**src/rtl/gpi_debounce_if.sv**
```systemverilog
// Pin-side bundle for gpi_debounce: raw pin levels in, debounced level and edge events out.
// The master modport is the debouncer; the slave modport is the pin driver and gp_i consumer.
interface gpi_debounce_if #(
  parameter int Width = 8
);
  logic [Width-1:0] raw_i;
  logic [Width-1:0] deb_o;
  logic [Width-1:0] rise_o;
  logic [Width-1:0] fall_o;

  modport master (
    input  raw_i,
    output deb_o,
    output rise_o,
    output fall_o
  );

  modport slave (
    output raw_i,
    input  deb_o,
    input  rise_o,
    input  fall_o
  );
endinterface

```
**src/rtl/gpi_debounce.sv**
```systemverilog
// Per-bit 2-flop synchroniser plus stability-counter debouncer; raw-to-deb_o latency StableCycles+2 edges, no backpressure.
// GPI_DEBOUNCE_EDGE_EN builds registered rise/fall event pulses; when undefined rise_o/fall_o are tied low.
module gpi_debounce #(
  parameter int               Width        = 8,
  parameter int               StableCycles = 50_000,
  parameter logic [Width-1:0] ResetValue   = '0
) (
  input  logic           clk_i,
  input  logic           rst_ni,
  gpi_debounce_if.master gpi
);

  localparam int             CntW   = (StableCycles > 1) ? $clog2(StableCycles) : 1;
  localparam logic [CntW-1:0] CntMax = CntW'(StableCycles - 1);

  logic [Width-1:0] s1_q, s2_q;
  logic [Width-1:0] deb_q, deb_d;
  logic [CntW-1:0]  cnt_q [Width];
  logic [CntW-1:0]  cnt_d [Width];

  // Sync flops reset to ResetValue so a held pin does not look like a change out of reset.
  always_ff @(posedge clk_i or negedge rst_ni) begin
    if (!rst_ni) begin
      s1_q <= ResetValue;
      s2_q <= ResetValue;
    end else begin
      s1_q <= gpi.raw_i;
      s2_q <= s1_q;
    end
  end

  always_comb begin
    deb_d = deb_q;
    for (int i = 0; i < Width; i++) begin
      cnt_d[i] = '0;
      if (s2_q[i] != deb_q[i]) begin
        if (cnt_q[i] == CntMax) begin
          deb_d[i] = s2_q[i];
        end else begin
          cnt_d[i] = cnt_q[i] + CntW'(1);
        end
      end
    end
  end

  always_ff @(posedge clk_i or negedge rst_ni) begin
    if (!rst_ni) begin
      deb_q <= ResetValue;
      for (int i = 0; i < Width; i++) begin
        cnt_q[i] <= '0;
      end
    end else begin
      deb_q <= deb_d;
      cnt_q <= cnt_d;
    end
  end

  assign gpi.deb_o = deb_q;

`ifdef GPI_DEBOUNCE_EDGE_EN
  logic [Width-1:0] rise_q, fall_q;

  // Pulses load on the same edge as deb_q, so they line up with the visible level change.
  always_ff @(posedge clk_i or negedge rst_ni) begin
    if (!rst_ni) begin
      rise_q <= '0;
      fall_q <= '0;
    end else begin
      rise_q <= deb_d & ~deb_q;
      fall_q <= ~deb_d & deb_q;
    end
  end

  assign gpi.rise_o = rise_q;
  assign gpi.fall_o = fall_q;
`else
  assign gpi.rise_o = '0;
  assign gpi.fall_o = '0;
`endif

endmodule
```
**src/flat_wrapper.sv**
```systemverilog
// flat-port wrapper written by rule: the top's interface ports become plain ports
module gpi_debounce_flat 
#(
  parameter int               Width        = 8,
  parameter int               StableCycles = 50_000,
  parameter logic [Width-1:0] ResetValue   = '0
)
  (clk_i, rst_ni, gpi_raw_i, gpi_deb_o, gpi_rise_o, gpi_fall_o);
  gpi_debounce_if #(.Width(Width)) gpi_i ();
  input  logic clk_i;
  input  logic rst_ni;
  input wire logic [$bits(gpi_i.raw_i)-1:0] gpi_raw_i;
  output wire logic [$bits(gpi_i.deb_o)-1:0] gpi_deb_o;
  output wire logic [$bits(gpi_i.rise_o)-1:0] gpi_rise_o;
  output wire logic [$bits(gpi_i.fall_o)-1:0] gpi_fall_o;
  assign gpi_i.raw_i = gpi_raw_i;
  assign gpi_deb_o = gpi_i.deb_o;
  assign gpi_rise_o = gpi_i.rise_o;
  assign gpi_fall_o = gpi_i.fall_o;
  gpi_debounce #(.Width(Width), .StableCycles(StableCycles), .ResetValue(ResetValue)) u_core (.clk_i(clk_i), .rst_ni(rst_ni), .gpi(gpi_i));
endmodule
```
**config.mk**
```make
export PLATFORM = sky130hd
export DESIGN_NAME = gpi_debounce_flat
export DESIGN_NICKNAME = d
export VERILOG_FILES = /design/src/rtl/gpi_debounce_if.sv /design/src/rtl/gpi_debounce.sv /design/src/flat_wrapper.sv
export SDC_FILE = /design/constraint.sdc
export NUM_CORES = 1
export LEC_CHECK = 0
export ABC_CLOCK_PERIOD_IN_PS = 2400
export CAP_MARGIN = 0
export CORE_ASPECT_RATIO = 1.1
export CORE_UTILIZATION = 45
export CTS_BUF_LIST = sky130_fd_sc_hd__clkbuf_16
export DETAILED_ROUTE_END_ITERATION = 12
export PLACE_DENSITY = 0.68
export SLEW_MARGIN = 5
export SYNTH_ARGS = -nofsm -noshare
export SYNTH_HDL_FRONTEND = slang
export SYNTH_SLANG_ARGS = --single-unit
export TNS_END_PERCENT = 5
```
**constraint.sdc**
```tcl
create_clock -name clk_i -period 2.4 [get_ports clk_i]
set_input_delay 0.48 -clock clk_i [delete_from_list [all_inputs] [get_ports clk_i]]
set_output_delay 0.48 -clock clk_i [all_outputs]
set_load 0.05 [all_outputs]
```
### After elaboration in Yosys (flattened, before gate mapping)

Index checks and enable logic that the tools add are counted.

* flip-flop bits (word level): 152
* input bits: 10
* word-level logic and storage cells: 66
* output and inout bits: 24

* muxes and demuxes: 16
* equal/unequal tests: 16
* reductions and logical operators: 8
* add/sub/neg operators: 8

Operator list (count)
* 16-bit 2-to-1 mux: 16
* 16-bit by 1-bit adder with 16-bit output (second input constant): 8
* 16-bit == test (second input constant): 8
* 2-bit AND reduction: 8
* 1-bit inequality test: 8

### Logic depth before layout (Yosys ltp)

Gate-level depths: netlist (run 1).

* depth after elaboration: 3
* depth in mapped cells: 6
* depth with buffers taken out: 5

### Worst setup path before layout (run 1)

No wires, ideal clock.

* path kind: reg2reg
* start: register u_core.cnt_q[108] in the netlist's numbering
* end: register u_core.cnt_q[103] in the netlist's numbering
* data required time: 2.279 ns
* path slack: 0.707 ns
* library setup time: 0.121 ns
* arrival: 1.572 ns
* path buffers: 1
* clock period less this slack: 1.693 ns
* cell stages (with the launch flop): 6
* cell sequence: dfrtp_1 > nor4_1 > nand3_1 > o41ai_4 > buf_2 > nor2_1

RTL lines
* start, declared: RTL line gpi_debounce.sv:18 `logic [CntW-1:0] cnt_q [Width];`
* start signal, assigned: RTL line gpi_debounce.sv:54 `cnt_q <= cnt_d;`

### Final worst setup path (run 1)

* start: register u_core.deb_q[7] (netlist: u_core.gpi.deb_o[7])
* end: output gpi_deb_o[7]

RTL lines
* start, declared: RTL line gpi_debounce.sv:17 `logic [Width-1:0] deb_q, deb_d;`
* start signal, assigned: RTL line gpi_debounce.sv:48 `deb_q <= ResetValue;`
* end, declared: RTL line flat_wrapper.sv:13 `output wire logic [$bits(gpi_i.deb_o)-1:0] gpi_deb_o;`

No word-level cell between the ends.

==> run_results.csv, run 1 <==
group,metric,value,unit
timing,rsz0062_at_grt,"no",
worst_setup_path,worst_path_largest_cell_delay,830,ps
floorplanning,die_area,16400,um2
place,portBuffers,17,
cts,clk_pin_slew_worst_paths,60,ps
worst_setup_path,path_max_fanout,3,
place,dpl.hpwl,8390,um
timing,fin_crit_sh,0.889,
global_route,grt_max_degree,63,
cts,cts_tree,"built",
detailed_routing,wire_per_inst,13.6,um
detailed_routing,drt-total-wl,12700,um
global_route,gr-usage-all-layers,0.174,
detailed_routing,vias,4910,
cts,holdBufCountCts,0,
global_route,gr-total-overflow,0,
run,max_cap_violations,0,
worst_setup_path,required,1920,ps
cts,cts_resized,0,
cts,clock-root-buffer,"clkbuf_16",
finish,layout-drive-gt1-share,0.0652,
run_status,status,"complete, but fails checks",
detailed_routing,drtPass1Iterations,5,
timing,fmax,0.469,GHz
place,gp_congestion,0.860,
finish,nets,743,
finish,syn2layout_area_growth,14.4,%
power_and_ir_drop,p_leak,3.32,nW
timing,post-route-min-period,2130,ps
power_and_ir_drop,power_per_cell_area,716,nW/um2
worst_setup_path,critPathCaptureType,"output port",
synth,synth_seq_cells,152,
power_and_ir_drop,irDropWorstVdd,598,uV
timing,finalHoldViolCount,3,
synth,yosysUniqueCellTypes,35,
worst_setup_path,crit_path_start_kind,"flip-flop",
detailed_routing,viasPerCell,5.27,
worst_hold_path,hold_path.class,"in -> async",
worst_setup_path,arrival,1650,ps
synth,yosys_warnings,0,
timing,setup_viol,0,
detailed_routing,route.detailed.drc,0,
timing,slew_viol_final,0,
worst_setup_path,path_cells,"clkdlybuf4s50_1",
finish,diodes,0,
worst_setup_path,path_buf_inv,1,
global_route,antenna_found_initial,0,
floorplanning,io_pins,34,
cts,insertion_delay,430,ps
timing,holdWs,-10.1,ps
floorplanning,die_h,134,um
worst_setup_path,worst-setup-path-type,"reg -> out",
cts,post-cts-setup-buffers,0,
synth,synthesis.area,7140,um2
synth,ys_seq_area_frac,0.533,
floorplanning,fp.dieW,122,um
cts,cts.sinks,152,
detailed_routing,ant_nets,0,
synth,synth.avg_cell_area,10.3,um2
run_status,violations,"hold timing",
worst_setup_path,crit_family,"buffers and inverters",
cts,cts.htree.levels,4,
timing,skew,13.5,ps
cts,cts_buffer_depth,2,
cts,numCtsBuffers,17,
timing,worstMarginPinSlew,542,ps
detailed_routing,dr.first_iter.drc_count,380,
floorplanning,start_util,0.467,
timing,fin_tns_setup,0,ps
global_route,grt_pass1_wl,22800,um
timing,maxSlewHeadroom,0.638,
worst_setup_path,cp_slowest_cell,"clkdlybuf4s50_1",
floorplanning,core_area,15300,um2
floorplanning,num_rows,47,
synth,post_synth_inst_count,692,
global_route,grt_pass1_vias,5052,
-- worst paths after layout --
check,from,cells after the start,slack (ps),to
setup / recovery,u_core.gpi.deb_o[7]$_DFFE_PN0P_,1,270,gpi_deb_o[7]
hold / removal,rst_ni,1,-10,u_core.cnt_q[89]$_DFF_PN0_
setup reg to reg,u_core.cnt_q[108]$_DFF_PN0_,5,470,u_core.cnt_q[98]$_DFF_PN0_
hold reg to reg,u_core.s1_q[1]$_DFF_PN0_,0,350,u_core.s2_q[1]$_DFF_PN0_
max in group asynchronous,rst_ni,2,1630,u_core.cnt_q[27]$_DFF_PN0_
min in group clk_i,u_core.s1_q[1]$_DFF_PN0_,0,350,u_core.s2_q[1]$_DFF_PN0_
-- flip-flops by register name, summed over array words and instances, names as in the netlist --
signal,flops
u_core.cnt_q,128
u_core.gpi.deb_o,8
u_core.s1_q,8
u_core.s2_q,8
-- metrics by stage --
step / instance area (um2) / power, mW / std cells / setup WS (ps) / utilization
after floorplan: 7200 / 2.85 / 707 / 707 / -
after global placement: 7510 / 2.92 / 902 / 575 / 0.491
after detailed placement: 7510 / 2.93 / 902 / 471 / 0.491
after CTS: 8170 / 5.91 / 932 / 242 / 0.534
after global routing: 8170 / 6.06 / 932 / 221 / 0.534
final: 8170 / 5.84 / 932 / 266 / 0.534
-- layer usage --
metal | routed length (um) | up-vias | GRT usage
met5 | 0 | - | 0
met4 | 180 | 0 | 0.0840
met3 | 398 | 18 | 0.0374
met2 | 6180 | 83 | 0.279
met1 | 5910 | 2395 | 0.225
li1 | - | 2414 | -
-- cells in the final DEF (no fill, tap or decap), types with 2 or more instances in the layout --
cell / Yosys / routed
a21oi_1: 6 / 6
and3_1: 10 / 10
buf_4: 18 / 5
bufinv_16: 0 / 6
clkbuf_16: 0 / 17
clkdlybuf4s50_1: 0 / 16
clkinv_2: 0 / 2
clkinv_4: 0 / 4
conb_1: 1 / 16
dfrtp_1: 152 / 152
ha_1: 8 / 8
inv_1: 27 / 27
mux2_1: 7 / 7
nand2_1: 29 / 29
nand3_1: 41 / 41
nand3_2: 3 / 3
nand3b_1: 2 / 2
nand4_1: 28 / 28
nor2_1: 137 / 137
nor3_1: 27 / 27
nor4_1: 32 / 32
nor4b_1: 8 / 8
nor4bb_1: 8 / 8
o21ai_0: 2 / 2
o31ai_1: 4 / 4
o41ai_4: 3 / 3
or2_2: 2 / 2
or3_1: 6 / 6
or4_1: 4 / 4
xnor2_1: 92 / 92
xor2_1: 22 / 22
-- cells in the mapped netlist --
library cell,n,area [um2]
or4_1,4,30.0
nand4_1,28,175
nand2_2,1,6.26
nand3_2,3,30.0
o21ai_0,2,10.0
or3_4,1,11.3
and4_1,1,8.76
o41ai_4,3,82.6
buf_2,1,5.00
or3_1,6,37.5
and3_1,10,62.6
o31ai_1,4,30.0
nand3b_1,2,15.0
xnor2_1,92,806
nor4_1,32,200
and4b_1,1,10.0
dfrtp_1,152,3800
mux2_1,7,78.8
nand4_2,1,12.5
xor2_1,22,193
or2_1,1,6.26
nor3_1,27,135
nand2_1,29,109
ha_1,8,100
nor4b_1,8,70.1
buf_4,18,135
mux2_2,1,11.3
nand3_1,41,205
clkbuf_1,5,18.8
conb_1,1,3.75
nor4bb_1,8,80.1
nor2_1,137,514
or2_2,2,12.5
inv_1,27,101
a21oi_1,6,30.0
-- power breakdown --
group / internal, mW / switching [mW] / total [mW]
logic: 0.0605 / 0.167 / 0.228
clock network: 1.93 / 1.03 / 2.97
registers: 2.61 / 0.0399 / 2.65
total: 4.61 / 1.24 / 5.84
-- layout make-up --
class	count	area, um2
Fill cell	1341	7120
Inverter	27	101
Clock buffer	17	425
Tap cell	196	245
Multi-Input combinational cell	504	3130
Timing Repair Buffer	23	229
Clock inverter	13	229
Sequential cell	152	3800
-- logic make-up (layout without fill, tap and decap cells) --
kind of cell               count (synthesis)  after routing  synth area share
AOI/OAI and AO/OA                         15             15            0.0214
xor gates and xnor gates                 114            114             0.140
adders and majority gates                  8              8            0.0140
buffers and inverters                     51             80            0.0364
DFF                                      152            152             0.533
muxes                                      8              8            0.0126
other                                      1             16          0.000525
and+or+nand+nor                          343            343             0.243
No activity file was read; power rests on OpenSTA's default activity.
==> inputs of run 2 (changes only) <==
--- a/config.mk
+++ b/config.mk
@@ -12,6 +12,7 @@
 export CTS_BUF_LIST = sky130_fd_sc_hd__clkbuf_16
 export DETAILED_ROUTE_END_ITERATION = 12
 export PLACE_DENSITY = 0.68
+export RECOVER_POWER = 50
 export SLEW_MARGIN = 5
 export SYNTH_ARGS = -nofsm -noshare
 export SYNTH_HDL_FRONTEND = slang
==> run 2 against run 1 <==
The run now ends clean. Register-to-register slack is essentially flat. Clock skew is essentially flat. First-iteration DRC count grew 0.53%. Global-route usage is the same. Hold slack gained 350 ps. Sequential share of layout area grew 0.071 points. Count of clock-buffer cells in the layout is the same. Flip-flop and latch count is the same. Sequential power is essentially flat. Combinational power shrank 2%. Setup slack is essentially flat. Largest cell class unchanged. Largest power group unchanged.
==> run_results.csv, run 2 (synthesis results as in run 1) <==
group,metric,value,unit
place,place_inst,902,
global_route,gr-usage-all-layers,0.174,
power_and_ir_drop,finalPower,5.84,mW
detailed_routing,dr.first_iter.drc_count,382,
finish,multiInputGateArea,3130,um2
power_and_ir_drop,power_per_cell_area,716,nW/um2
worst_setup_path,path_max_fanout,3,
finish,largest_reg_flops,128,
worst_setup_path,r2r-end,"u_core.cnt_q[98]$_DFF_PN0_",
power_and_ir_drop,comb_power_share,0.038,
finish,final_cells,932,
worst_setup_path,critPathCaptureType,"output port",
timing,worstMarginPinSlew,1340,ps
detailed_routing,wire_per_inst,13.6,um
detailed_routing,vias,4914,
finish,register_area,3800,um2
timing,slew_viol_final,0,
finish,fin_util,0.533,
power_and_ir_drop,p_seq_frac,0.454,
worst_setup_path,required,1920,ps
detailed_routing,viasPerCell,5.27,
place,dpl.hpwl,8390,um
worst_setup_path,r2r_setup_slack,470,ps
power_and_ir_drop,clockPowerShare,0.508,
floorplanning,die_area,16400,um2
timing,fmax,0.469,GHz
worst_setup_path,worst-setup-path-type,"reg -> out",
cts,cts.sinks,152,
detailed_routing,route.detailed.drc,0,
cts,clock-root-buffer,"clkbuf_16",
finish,nets,743,
detailed_routing,drt-total-wl,12700,um
timing,rsz0062_at_grt,"no",
timing,fin_crit_sh,0.889,
timing,maxSlewHeadroom,0.105,
worst_setup_path,r2r-start,"u_core.cnt_q[108]$_DFF_PN0_",
worst_setup_path,arrival,1650,ps
finish,nFillCells,1341,
worst_setup_path,worst_path_largest_cell_delay,830,ps
cts,cts_tree,"built",
global_route,grt_pass1_vias,5052,
cts,holdBufCountCts,0,
cts,post-cts-setup-buffers,0,
timing,fin_tns_setup,0,ps
floorplanning,io_pins,34,
worst_setup_path,crit_path_start_kind,"flip-flop",
timing,skew,13.5,ps
cts,cts.htree.levels,4,
power_and_ir_drop,power.switching,1.24,mW
cts,clk_pin_slew_worst_paths,60,ps
finish,final_cell_mix,"dfrtp_1, nor2_1, xnor2_1",
cts,numCtsBuffers,17,
power_and_ir_drop,irDropWorstVdd,598,uV
timing,setup_ws,266,ps
run_status,status,"complete, no violations",
global_route,grt_max_degree,63,
run,max_cap_violations,0,
place,gp_congestion,0.860,
worst_setup_path,cp_slowest_cell,"clkdlybuf4s50_1",
global_route,antenna_found_initial,0,
worst_setup_path,path_buf_inv,1,
power_and_ir_drop,p_int,4.60,mW
floorplanning,fp.dieW,122,um
worst_setup_path,crit_family,"buffers and inverters",
finish,layout-drive-gt1-share,0.0639,
finish,diodes,0,
finish,syn2layout_area_growth,14.2,%
worst_hold_path,hold_path.class,"in -> async",
detailed_routing,drtPass1Iterations,5,
cts,cts_resized,0,
place,portBuffers,17,
cts,cts_buffer_depth,2,
floorplanning,start_util,0.467,
power_and_ir_drop,p_leak,3.32,nW
cts,insertion_delay,430,ps
timing,setup_viol,0,
floorplanning,core_area,15300,um2
finish,top_register,"u_core.cnt_q",
detailed_routing,ant_nets,0,
global_route,gr-total-overflow,0,
worst_setup_path,path_cells,"clkdlybuf4s50_1",
timing,finalHoldViolCount,0,
place,place_ws,471,ps
floorplanning,num_rows,47,
worst_setup_path,worst_r2r_path_depth,5,
finish,final_common_cell,"dfrtp_1",
global_route,grt_pass1_wl,22800,um
power_and_ir_drop,p_sw_frac,0.212,
floorplanning,die_h,134,um
timing,post-route-min-period,2130,ps
==> run 2: changes by cell type in the layout (fill, tap and decap cells not counted), sizes merged <==
cell           previous run  this run
buf                       7         4
clkbuf                   17        20
clkdlybuf4s50            16         8
dlygate4sd3               0         8
==> run 2: per-stage QoR <==
step | hold WS [ps] | area (um2)
6_report | 340 | 8150
3_3_place_gp | 333 | 7510
5_1_grt | 354 | 8150
2_1_floorplan | 184 | 7200
4_1_cts | 13.3 | 8170
3_5_place_dp | 336 | 7510
==> run 2: routing by layer <==
layer / part of all wire / global-route usage / up-vias
li1: - / - / 2415
met4: 0.014 / 0.0840 / 0
met3: 0.031 / 0.0374 / 18
met5: 0 / 0 / -
met2: 0.49 / 0.279 / 83
met1: 0.47 / 0.225 / 2398
==> run 2: power by group through the flow <==
stage / registers [mW] / logic, mW / clock network, mW
global route: 2.66 / 0.256 / 3.14
CTS: 2.65 / 0.234 / 3.03
finish: 2.65 / 0.223 / 2.97
global placement: 2.69 / 0.224 / 0
floorplan: 2.69 / 0.160 / 0
detailed placement: 2.70 / 0.233 / 0
==> run 2: cell type report <==
cell class / count / share of cell area
clock buffer: 17 / 0.0522
clock inverter: 13 / 0.0281
inverter: 27 / 0.0124
multi-input combinational: 504 / 0.384
sequential: 152 / 0.466
tap: 196 / 0.0301
timing repair buffer: 23 / 0.0265
==> run 2: worst max-delay path by stage <==
stage	from	endpoint	slack, ps	depth (start not counted)
3_3_place_gp	u_core.cnt_q[108]$_DFF_PN0_	u_core.cnt_q[111]$_DFF_PN0_	580	5
2_1_floorplan	u_core.cnt_q[108]$_DFF_PN0_	u_core.cnt_q[103]$_DFF_PN0_	710	5
4_1_cts	u_core.gpi.deb_o[7]$_DFFE_PN0P_	gpi_deb_o[7]	240	1
5_1_grt	u_core.gpi.deb_o[7]$_DFFE_PN0P_	gpi_deb_o[7]	220	1
3_5_place_dp	u_core.cnt_q[108]$_DFF_PN0_	u_core.cnt_q[98]$_DFF_PN0_	470	5
6_report	u_core.gpi.deb_o[7]$_DFFE_PN0P_	gpi_deb_o[7]	270	1
==> inputs of run 3 (changes only) <==
--- a/config.mk
+++ b/config.mk
@@ -9,7 +9,6 @@
 export CAP_MARGIN = 0
 export CORE_ASPECT_RATIO = 1.1
 export CORE_UTILIZATION = 45
-export CTS_BUF_LIST = sky130_fd_sc_hd__clkbuf_16
 export DETAILED_ROUTE_END_ITERATION = 12
 export PLACE_DENSITY = 0.68
 export RECOVER_POWER = 50
==> run 3 against run 2 <==
Hold slack improved by 5.0 ps. Wire length up 0.29%. Cell count is the same. Count of clock-buffer cells in the layout rose by 1. Non-clock buffer count unchanged. Critical path depth unchanged. Critical path type unchanged. Largest cell class unchanged. Highest routed layer unchanged.
==> run_results.csv, run 3 (synthesis results as in run 1) <==
group,metric,value,unit
cts,numCtsBuffers,17,
worst_setup_path,crit_family,"buffers and inverters",
floorplanning,core_area,15300,um2
worst_setup_path,required,1920,ps
floorplanning,io_pins,34,
detailed_routing,route.detailed.drc,0,
detailed_routing,drtPass1Iterations,4,
finish,layout-drive-gt1-share,0.0652,
global_route,grt_max_degree,63,
timing,maxSlewHeadroom,0.0968,
finish,final_cells,932,
place,gp_congestion,0.860,
global_route,gr-usage-all-layers,0.175,
global_route,grt-busiest-layer,"met2",
global_route,gr-total-overflow,0,
cts,holdBufCountCts,0,
cts,cts_buffer_depth,2,
timing,finalHoldViolCount,0,
worst_setup_path,worst-setup-path-type,"reg -> out",
worst_setup_path,arrival,1650,ps
floorplanning,num_rows,47,
timing,slew_viol_final,0,
floorplanning,start_util,0.467,
detailed_routing,wire_per_inst,13.6,um
worst_setup_path,crit_path_start_kind,"flip-flop",
worst_hold_path,hold_path.class,"in -> async",
finish,diodes,0,
finish,multiInputGateArea,3130,um2
worst_setup_path,path_cells,"clkdlybuf4s50_1",
timing,setup_viol,0,
finish,final_cell_mix,"dfrtp_1, nor2_1, xnor2_1",
finish,nFillCells,1340,
finish,register_area,3800,um2
power_and_ir_drop,power_per_cell_area,719,nW/um2
timing,fin_tns_setup,0,ps
finish,final_common_cell,"dfrtp_1",
timing,fin_crit_sh,0.889,
run,max_cap_violations,0,
power_and_ir_drop,finalPower,5.87,mW
finish,syn2layout_area_growth,14.3,%
worst_setup_path,path_max_fanout,3,
worst_setup_path,cp_slowest_cell,"clkdlybuf4s50_1",
timing,skew,13.3,ps
global_route,grt_pass1_vias,5071,
finish,top_register,"u_core.cnt_q",
timing,worstMarginPinSlew,1350,ps
place,dpl.hpwl,8390,um
timing,rsz0062_at_grt,"no",
detailed_routing,ant_nets,0,
global_route,grt_util_met2,0.282,
worst_setup_path,worst_path_largest_cell_delay,830,ps
power_and_ir_drop,irDropWorstVdd,598,uV
cts,clock-root-buffer,"clkbuf_16",
detailed_routing,viasPerCell,5.29,
worst_setup_path,path_buf_inv,1,
place,portBuffers,17,
run_status,status,"complete, no violations",
cts,cts_resized,0,
cts,cts_tree,"built",
detailed_routing,vias,4926,
power_and_ir_drop,p_leak,3.32,nW
finish,nets,743,
global_route,grt_pass1_wl,22900,um
cts,cts.htree.levels,4,
cts,clk_pin_slew_worst_paths,60,ps
finish,largest_reg_flops,128,
cts,insertion_delay,430,ps
detailed_routing,dr.first_iter.drc_count,412,
detailed_routing,drt-total-wl,12700,um
cts,post-cts-setup-buffers,0,
worst_setup_path,critPathCaptureType,"output port",
global_route,grt_use_met1,0.224,
floorplanning,fp.dieW,122,um
timing,fmax,0.469,GHz
floorplanning,die_area,16400,um2
place,place_inst,902,
floorplanning,die_h,134,um
global_route,antenna_found_initial,0,
global_route,grtUsageMet3,0.0374,
timing,post-route-min-period,2130,ps
cts,cts.sinks,152,
==> run 3: path summary, 6_finish.rpt <==
kind	from	end	slack [ps]	cells past startpoint
min in group clk_i	u_core.s1_q[1]$_DFF_PN0_	u_core.s2_q[1]$_DFF_PN0_	350	0
max in group asynchronous	rst_ni	u_core.cnt_q[27]$_DFF_PN0_	650	2
min reg2reg	u_core.s1_q[1]$_DFF_PN0_	u_core.s2_q[1]$_DFF_PN0_	350	0
max reg2reg	u_core.cnt_q[108]$_DFF_PN0_	u_core.cnt_q[98]$_DFF_PN0_	470	5
min	rst_ni	u_core.cnt_q[89]$_DFF_PN0_	350	1
max	u_core.gpi.deb_o[7]$_DFFE_PN0P_	gpi_deb_o[7]	270	1
==> run 3: final cells by class <==
type / instances / area share
clock buffers: 18 / 0.0538
clock inverters: 12 / 0.0276
inverters: 27 / 0.0124
multi-input cells: 504 / 0.384
flip-flops and latches: 152 / 0.466
well taps: 196 / 0.0300
repair buffers: 23 / 0.0265
==> run 3: through the flow <==
stage	hold WS [ps]	setup WS, ps	area [um2]	utilization
after CTS	13.0	242	8180	0.535
after detailed placement	336	471	7510	0.491
after global routing	354	220	8160	0.534
after global placement	333	575	7510	0.491
final	345	267	8160	0.534
after floorplan	184	707	7200	-
==> run 3: routing by layer <==
| metal | vias to the layer above | routed length [um] |
|---|---|---|
| li1 | 2413 | - |
| met1 | 2414 | 5840 |
| met2 | 81 | 6300 |
| met3 | 18 | 391 |
| met4 | 0 | 180 |
| met5 | - | 0 |
==> run 3: worst reg2reg max path, stage by stage, from the launching register on <==
cell and delay [ps]:
dfrtp_1 410, nor4_1 290, nand3_1 190, o41ai_4 600, buf_4 270, nor2_1 70
==> run 3: power by group <==
part	internal (mW)	switching, mW	leakage (nW)	total [mW]
clock network	1.97	1.03	0.326	3.00
logic	0.0558	0.167	0.932	0.223
registers	2.61	0.0399	2.07	2.65
